**src/rtl/div_ctrl_fsm.sv**
```systemverilog
// ----------------------------------------------------------------------------
// div_ctrl_fsm
//   Moore control FSM for a restoring unsigned divider. After a start request
//   it sequences the datapath strobes: load, then per bit shift, trial
//   subtract, quotient-bit capture, optional restore and counter decrement.
//   A final Q shift inserts the last quotient bit, and DONE pulses o_done.
//
//   Optional feature (macro DIV_ZERO_CHK_EN):
//     defined   - a start with i_b_zero=1 goes straight from IDLE to DONE and
//                 raises o_err with o_done. No datapath strobes are issued.
//     undefined - i_b_zero is ignored and o_err is tied to 0.
//
// Ports
//   i_clk, i_rst      clock, asynchronous active-high reset
//   i_start           start request, sampled in IDLE only
//   i_b_zero          divisor == 0 (only used with DIV_ZERO_CHK_EN)
//   R_out             remainder MSB (1 = negative after subtract)
//   z_cnt             datapath iteration counter == 0
//   load_b, load_q    capture divisor / dividend
//   enable_q,enable_r shift quotient / remainder left
//   load_r            load remainder from adder sum
//   add_enable        adder mode: 1 = R+B, 0 = R-B
//   shift_en_q        capture quotient bit (~R_out) into its DFF
//   load_cnt          decrement iteration counter
//   clr_nn            active-low counter preset to N
//   clr_d, clr_ADD,
//   clr_Reg_r         clear quotient-bit DFF / adder output / remainder
//   o_busy            high from LOAD through FINAL
//   o_done            one-cycle completion pulse (DONE)
//   o_err             divide-by-zero flag, valid with o_done
// ----------------------------------------------------------------------------
module div_ctrl_fsm #(
    parameter int unsigned DATA_WIDTH  = 4,
    parameter int unsigned COUNT_WIDTH = 3,
    parameter int unsigned STATE_WID   = 4
) (
    input  logic i_clk,
    input  logic i_rst,
    input  logic i_start,
    input  logic i_b_zero,
    input  logic R_out,
    input  logic z_cnt,
    output logic load_b,
    output logic load_q,
    output logic enable_q,
    output logic enable_r,
    output logic load_r,
    output logic add_enable,
    output logic shift_en_q,
    output logic load_cnt,
    output logic clr_nn,
    output logic clr_d,
    output logic clr_ADD,
    output logic clr_Reg_r,
    output logic o_busy,
    output logic o_done,
    output logic o_err
);

    // The datapath counter must hold N, and 10 states need 4 bits.
    if (COUNT_WIDTH < $clog2(DATA_WIDTH + 1) || STATE_WID < 4) begin : g_param_chk
        $error("div_ctrl_fsm: COUNT_WIDTH or STATE_WID too small");
    end

    typedef enum logic [STATE_WID-1:0] {
        StIdle,
        StLoad,
        StShift,
        StSub,
        StCheck,
        StRestore,
        StDec,
        StZchk,
        StFinal,
        StDone
    } state_e;

    state_e state_q, state_d;

    always_ff @(posedge i_clk or posedge i_rst) begin
        if (i_rst) begin
            state_q <= StIdle;
        end else begin
            state_q <= state_d;
        end
    end

    logic zero_start;
`ifdef DIV_ZERO_CHK_EN
    assign zero_start = i_b_zero;
`else
    logic unused_b_zero;
    assign unused_b_zero = i_b_zero;
    assign zero_start    = 1'b0;
`endif

    always_comb begin
        state_d    = state_q;
        load_b     = 1'b0;
        load_q     = 1'b0;
        enable_q   = 1'b0;
        enable_r   = 1'b0;
        load_r     = 1'b0;
        add_enable = 1'b0;
        shift_en_q = 1'b0;
        load_cnt   = 1'b0;
        clr_nn     = 1'b1;
        clr_d      = 1'b0;
        clr_ADD    = 1'b0;
        clr_Reg_r  = 1'b0;
        o_busy     = 1'b0;
        o_done     = 1'b0;
        unique case (state_q)
            StIdle: begin
                if (i_start) begin
                    state_d = zero_start ? StDone : StLoad;
                end
            end
            StLoad: begin
                load_b    = 1'b1;
                load_q    = 1'b1;
                clr_Reg_r = 1'b1;
                clr_d     = 1'b1;
                clr_ADD   = 1'b1;
                clr_nn    = 1'b0;
                o_busy    = 1'b1;
                state_d   = StShift;
            end
            StShift: begin
                enable_r = 1'b1;
                enable_q = 1'b1;
                o_busy   = 1'b1;
                state_d  = StSub;
            end
            StSub: begin
                load_r  = 1'b1;
                o_busy  = 1'b1;
                state_d = StCheck;
            end
            StCheck: begin
                shift_en_q = 1'b1;
                o_busy     = 1'b1;
                state_d    = R_out ? StRestore : StDec;
            end
            StRestore: begin
                load_r     = 1'b1;
                add_enable = 1'b1;
                o_busy     = 1'b1;
                state_d    = StDec;
            end
            StDec: begin
                load_cnt = 1'b1;
                o_busy   = 1'b1;
                state_d  = StZchk;
            end
            StZchk: begin
                o_busy  = 1'b1;
                state_d = z_cnt ? StFinal : StShift;
            end
            StFinal: begin
                // Pushes the last captured quotient bit into Q.
                enable_q = 1'b1;
                o_busy   = 1'b1;
                state_d  = StDone;
            end
            StDone: begin
                o_done  = 1'b1;
                state_d = StIdle;
            end
            default: begin
                state_d = StIdle;
            end
        endcase
    end

`ifdef DIV_ZERO_CHK_EN
    // Remembers whether the accepted start was a divide-by-zero.
    logic err_q;

    always_ff @(posedge i_clk or posedge i_rst) begin
        if (i_rst) begin
            err_q <= 1'b0;
        end else if (state_q == StIdle && i_start) begin
            err_q <= i_b_zero;
        end
    end

    assign o_err = (state_q == StDone) && err_q;
`else
    assign o_err = 1'b0;
`endif

endmodule
```
**config.mk**
```make
export PLATFORM = sky130hd
export DESIGN_NAME = div_ctrl_fsm
export DESIGN_NICKNAME = d
export VERILOG_FILES = /design/src/rtl/div_ctrl_fsm.sv
export SDC_FILE = /design/constraint.sdc
export NUM_CORES = 1
export LEC_CHECK = 0
export CORE_AREA = 4 4 41 43
export DETAILED_ROUTE_END_ITERATION = 10
export DIE_AREA = 0 0 45 47
export PLACE_DENSITY = 0.6
export SETUP_SLACK_MARGIN = 0.5
export SYNTH_ARGS = -nofsm -noshare
export SYNTH_HDL_FRONTEND = slang
export SYNTH_SLANG_ARGS = --single-unit
```
**constraint.sdc**
```tcl
create_clock -name i_clk -period 3.39 [get_ports i_clk]
set_input_delay 1.017 -clock i_clk [delete_from_list [all_inputs] [get_ports i_clk]]
set_output_delay 1.017 -clock i_clk [all_outputs]
set_load 0.05 [all_outputs]
```
# After elaboration in Yosys (flattened, before gate mapping)
# Cells that the tools add are included.
# Widths: inputs -> output; s select.
# word_totals
word_cells	29
input_bits	6
output_inout_bits	15
register_bits	4
# op_classes
n_eq_ne	10
reduce_logical	4
mux	14
# op_table
cell	count
$pmux 4 s9	1
$eq 4x3->1 const B	4
$mux 1	10
$eq 4x2->1 const B	2
$eq 4x4->1 const B	2
$mux 4	2
$reduce_or 8->1	1
$eq 4x1->1 const B	1
$logic_not 4->1	1
$reduce_or 2->1	2
$mux 2	1
$ne 2x2->1 const B	1

# Logic depth before layout (Yosys ltp)
# Gate-level depths: netlist of the first run.
# logic_depth
depth_word	3
mapped_depth	3
ltp_nobuf	2

# Least setup slack after synthesis of the first run
# No wires, ideal clock.
# synth_path
kind	register -> output
startpoint	reg state_q[1]
endpoint	out clr_Reg_r
stages_incl_launch_ff	4
t_arrival_ns	2.230
path_slack_ns	0.143
n_path_buf	2
required_time_ns	2.373
path_cell_list	dfrtp_1 > buf_4 > nor3_1 > buf_4
# synth_between
elab_chain_cells	2
# synth_lines
item	line_no	source
from (decl)	78	state_e state_q, state_d;
from (signal assigned)	82	state_q <= StIdle;
from (signal assigned)	84	state_q <= state_d;
$eq 4x1->1	-	
$mux 1	-	
to (decl)	54	output logic clr_Reg_r,
# Every way passes these cells.

# Worst setup path after layout of the first run
# layout_path
startpoint	reg state_q[2]
endpoint	out clr_ADD
# layout_between
elab_chain_cells	2
# layout_lines
item	line_no	source
$eq 4x1->1	113	unique case (state_q)
$mux 1	113	
to (decl)	53	output logic clr_ADD,
# Every way passes these cells.

==> results.cfg, run 1 <==
[cells_and_area]
fin_util_pct = 40.8
nNetsFinal = 66
drive_gt1_share_pct = 17.2
largest_register = state_q
multiInputGateArea_um2 = 221
reg_top3 = state_q: 4 flops
area_delta_synth_final_pct = 36.3
seq_area_um2 = 100
antennaDiodeCount = 0
largest_reg_flops = 4
fill_cells = 155

[drt]
drt_iter0_drc = 6
drc = 0
wl_um = 778
dr.pass1.iters = 2
wl_met2_um = 348
vias = 330
dr.max_layer_used = met4
drtAntennaViolNets = 0
wl_per_cell_um = 10.7
dr_wl_met3_um = 84
met1_length_um = 333
viasPerCell = 4.52

[worst_hold_path]
hold_path_class = flip-flop to flip-flop

[sta]
rsz0062_at_grt = yes
finalSetupViolations = 0
finalSetupTns_ps = 0
fmax_ghz = 0.363
fin_crit_ps = 2750
drv_slew = 0
finalCritPeriodShare_pct = 81.2
fin_skew_ps = 0.876
final-hold-violation-count = 0

[cts]
cts_tree = built
cts.sinks = 4
postCtsSetupBuffers = 0
clk_pin_slew_ps = 40
cts_buffers = 3
cts_buffer_depth = 2
cts_root_buf = clkbuf_4
clkLatencyLatePin_ps = 230
h-tree-depth = 1

[die]
fp.dieH_um = 47
ios = 21
placementRows = 13
coreArea_um2 = 1300
die_x_um = 45
die-area_um2 = 2120
initial_core_util_pct = 29.9

[grt]
grt_remaining_overflow = 0
grt_first_pass_wirelength_mm = 1.28
grt_pass1_vias = 291
grt_antenna_before_repair = 0
grt_max_degree = 14
grt_usage_pct = 8.64

[worst_setup_path]
cp.arrival_ps = 1740
end_kind = primary output
cp_max_fo = 11
start_kind = flip-flop
crit_type = flip-flop to primary output
cp.required_ps = 2370

[yosys]
syn_inst = 46
synth_warnings = 0
ys_async_sr_fraction_pct = 100
synth.top_cell.area_share_pct = 25.7
synth-main-ff-cell = dfrtp_1
synth_common_cells = buf_4 (7), nand2b_1 (5), dfrtp_1 (4), nor2_1 (4), nor3_1 (4)
syn-cell-area_um2 = 389
avgSynthCellArea_um2 = 8.46
synth_area_leaders = dfrtp_1 (26%), buf_4 (14%), nand2b_1 (8.0%)
synth.distinct_cells = 23
synth-edff-count = 0
yosys.area.top_type = dfrtp_1
synth-seq-cells = 4
synth_nets = 52
yosysSeqAreaShare_pct = 25.7
synth_most_common_cell = buf_4

[run]
maxCapViolCount = 0

[status]
status = finished clean

[placed_design]
gp_congestion = 0.681
dpl.hpwl_um = 565
port_buffers = 18
## routing by layer
layer	up-vias	track usage [%]
met1	137	11.3
met2	17	11.0
met5	-	0
li1	174	-
met4	0	8.77
met3	2	2.30
## through the flow
stage	instances	instance area, um^2	worst slack (ps)	hold WS [ps]
after global placement	70	524	559	708
after detailed placement	70	524	542	707
final	73	531	636	717
after global routing	73	531	499	766
after CTS	73	529	615	717
after floorplan	46	394	558	554
## path summary, 6_finish.rpt
check / cells after the start / slack [ps] / to / startpoint
min reg2reg: 1 / 720 / state_q[2] / state_q[3]
min: 1 / 720 / state_q[2] / state_q[3]
max in group asynchronous: 2 / 2290 / state_q[1] / i_rst
max reg2reg: 2 / 2290 / state_q[0] / state_q[0]
min in group asynchronous: 2 / 960 / state_q[0] / i_rst
max: 3 / 640 / clr_ADD / state_q[2]
## cell type report
class / instances / share of cell area, %
multi-input cells: 32 / 41.7
repair buffers: 18 / 30.9
flip-flops and latches: 4 / 18.9
clock buffers: 3 / 4.25
well taps: 15 / 3.54
inverters: 1 / 0.708
## cell usage in the layout (no fill, tap or decap), drive strengths merged
cell,count
dfrtp,4
nand2b,5
dlygate4sd2,13
clkdlybuf4s15,1
or3,1
nor2,4
nand3,1
clkdlybuf4s50,4
clkbuf,3
nand2,1
conb,1
nor3,4
inv,1
o22ai,2
or2,2
xnor2,3
a21bo,1
o32ai,1
nand3b,1
a21oi,3
nor3b,1
mux2,1
## repair_timing
| item | 4_1_cts | 5_1_grt |
|---|---|---|
| hold buffers | 0 | 0 |
| setup endpoints to repair | 14 | 1 |
| resized for setup | 14 | 1 |
## critical path, cell delays in order (launching register included)
cell	delay [ps]
dfrtp_1	490
nand2b_1	240
nor3_2	210
dlygate4sd2_1	560
## cells by family (layout without fill, tap and decap cells)
group / count (synthesis) / count (layout) / share of synthesized area, %
buf+inv: 10 / 22 / 18.6
simple gates: 20 / 20 / 28.6
compound gates: 7 / 7 / 15.4
xor+xnor: 3 / 3 / 6.75
other cells: 1 / 1 / 0.964
flops: 4 / 4 / 25.7
mux: 1 / 1 / 3.86
Power of run 1 is not shown: default switching activity piles up to over one toggle a cycle in this logic, so the estimate is an artifact.
==> inputs of run 2 (changes only) <==
--- a/config.mk
+++ b/config.mk
@@ -8,7 +8,7 @@
 export CORE_AREA = 4 4 41 43
 export DETAILED_ROUTE_END_ITERATION = 10
 export DIE_AREA = 0 0 45 47
-export PLACE_DENSITY = 0.6
+export PLACE_DENSITY = 0.62
 export SETUP_SLACK_MARGIN = 0.5
 export SYNTH_ARGS = -nofsm -noshare
 export SYNTH_HDL_FRONTEND = slang
==> constraint.sdc (replaced) <==
create_clock -name i_clk -period 2.25 [get_ports i_clk]
set_input_delay 0.675 -clock i_clk [delete_from_list [all_inputs] [get_ports i_clk]]
set_output_delay 0.675 -clock i_clk [all_outputs]
set_load 0.05 [all_outputs]
==> run 2 against run 1 <==
Effect of this change:
- count of clock-buffer cells in the layout unchanged
- flip-flop and latch count unchanged
- global-route usage is 4.1 points higher
- core utilization increased by 32 points
- via count up 32%
- register-to-register slack worse by 1400 ps
- clock skew grew 2.3 ps
- hold slack got worse by 90 ps
- non-clock buffer count rose by 21
- first-iteration DRC count shrank 100%
- final cell count grew 29%
- critical path depth unchanged
==> results.cfg, run 2 (same netlist as run 1, synthesis figures left out) <==
[status]
status = finished clean

[cells_and_area]
antennaDiodeCount = 0
final_cell_mix = buf_4 (15), buf_12 (13), buf_6 (6), clkdlybuf4s50_1 (4)
largest_reg_flops = 4
drive_gt1_share_pct = 78.5
final_common_cell = buf_4
largest_register = state_q
nNetsFinal = 87
reg_top3 = state_q: 4 flops
area_delta_synth_final_pct = 144

[placed_design]
dpl.hpwl_um = 683
port_buffers = 18
gp_congestion = 0.705

[worst_setup_path]
cp.required_ps = 1570
slowest_delay_ps = 450
cp_max_fo = 7
cp.buffers_inverters = 2
crit_type = flip-flop to primary output
crit_slowest_cell = dfrtp_2
critical-path-top-delay-family = flip-flops
path_cells = buf_4, or3_4, buf_6
start_kind = flip-flop
cp.arrival_ps = 1360
end_kind = primary output

[sta]
finalSetupTns_ps = 0
final-hold-violation-count = 0
finalCritPeriodShare_pct = 90.5
timing.hold.ws_ps = 627
fin_crit_ps = 2040
rsz0062_at_grt = yes
drv_slew = 0
fmax_ghz = 0.491
finalSetupViolations = 0
fin_skew_ps = 3.14

[die]
ios = 21
die_x_um = 45
fp.dieH_um = 47
die-area_um2 = 2120
coreArea_um2 = 1300
initial_core_util_pct = 29.9
placementRows = 13

[drt]
dr.pass1.iters = 1
viasPerCell = 4.62
wl_per_cell_um = 13.0
wl_mm = 1.23
vias = 434
drtAntennaViolNets = 0
drc = 0
drt_iter0_drc = 0

[worst_hold_path]
hold_path_class = input port to asynchronous set/reset pin

[cts]
cts.sinks = 4
cts_tree = built
cts_buffer_depth = 2
clk_pin_slew_ps = 40
cts_buffers = 3
h-tree-depth = 1
clkLatencyLatePin_ps = 230
cts_root_buf = clkbuf_4

[grt]
grt_remaining_overflow = 0
grt_first_pass_wirelength_mm = 1.90
grt_max_degree = 12
grt_pass1_vias = 430
grt_usage_pct = 12.7
grt_antenna_before_repair = 0

[run]
maxCapViolCount = 0
run 2: final cells by class:
| class | instances | area [um^2] |
|---|---|---|
| Multi-Input combinational cell | 32 | 317 |
| Tap cell | 15 | 18.8 |
| Fill cell | 96 | 350 |
| Timing Repair Buffer | 39 | 485 |
| Inverter | 1 | 3.75 |
| Clock buffer | 3 | 22.5 |
| Sequential cell | 4 | 104 |
run 2: worst register-to-register path: stages (launching register included):
cell,delay (ps)
dfrtp_2,440
buf_6,130
buf_4,120
buf_4,140
or2_2,310
o32ai_2,110
run 2: path summary, 6_finish.rpt:
check / from / end / slack [ps] / cells after the start
worst max-delay path: state_q[1] / clr_nn / 210 / 3
worst min-delay path: i_rst / state_q[2] / 630 / 2
worst max register to register: state_q[0] / state_q[0] / 900 / 5
worst min register to register: state_q[0] / state_q[2] / 660 / 2
max in group asynchronous: i_rst / state_q[3] / 1450 / 2
min in group i_clk: state_q[0] / state_q[2] / 660 / 2
run 2: metal layers:
metal  part of all wire, %  vias to the layer above  wire length (um)  GRT usage, %
met5                     0                        -                 0             0
met4                     0                        0                 0          6.43
met3                   4.4                        0                54          2.68
met2                    59                       11               722          23.2
met1                    37                      206               448          13.9
li1                      -                      217                 -             -
run 2: through the flow:
step,std cells,worst slack [ps],area (um^2),utilization [%]
5_1_grt,94,178,951,73.1
2_1_floorplan,46,190,482,-
3_3_place_gp,75,277,752,57.8
4_1_cts,89,239,911,70.0
6_report,94,214,951,73.1
3_5_place_dp,75,286,752,57.8
run 2: timing repair:
action	4_1_cts	5_1_grt
gates resized for setup	15	1
hold buffers	0	0
setup endpoints to repair	14	14
pin swaps	4	1
setup buffers	11	5
Power of run 2 is left out for the same reason.
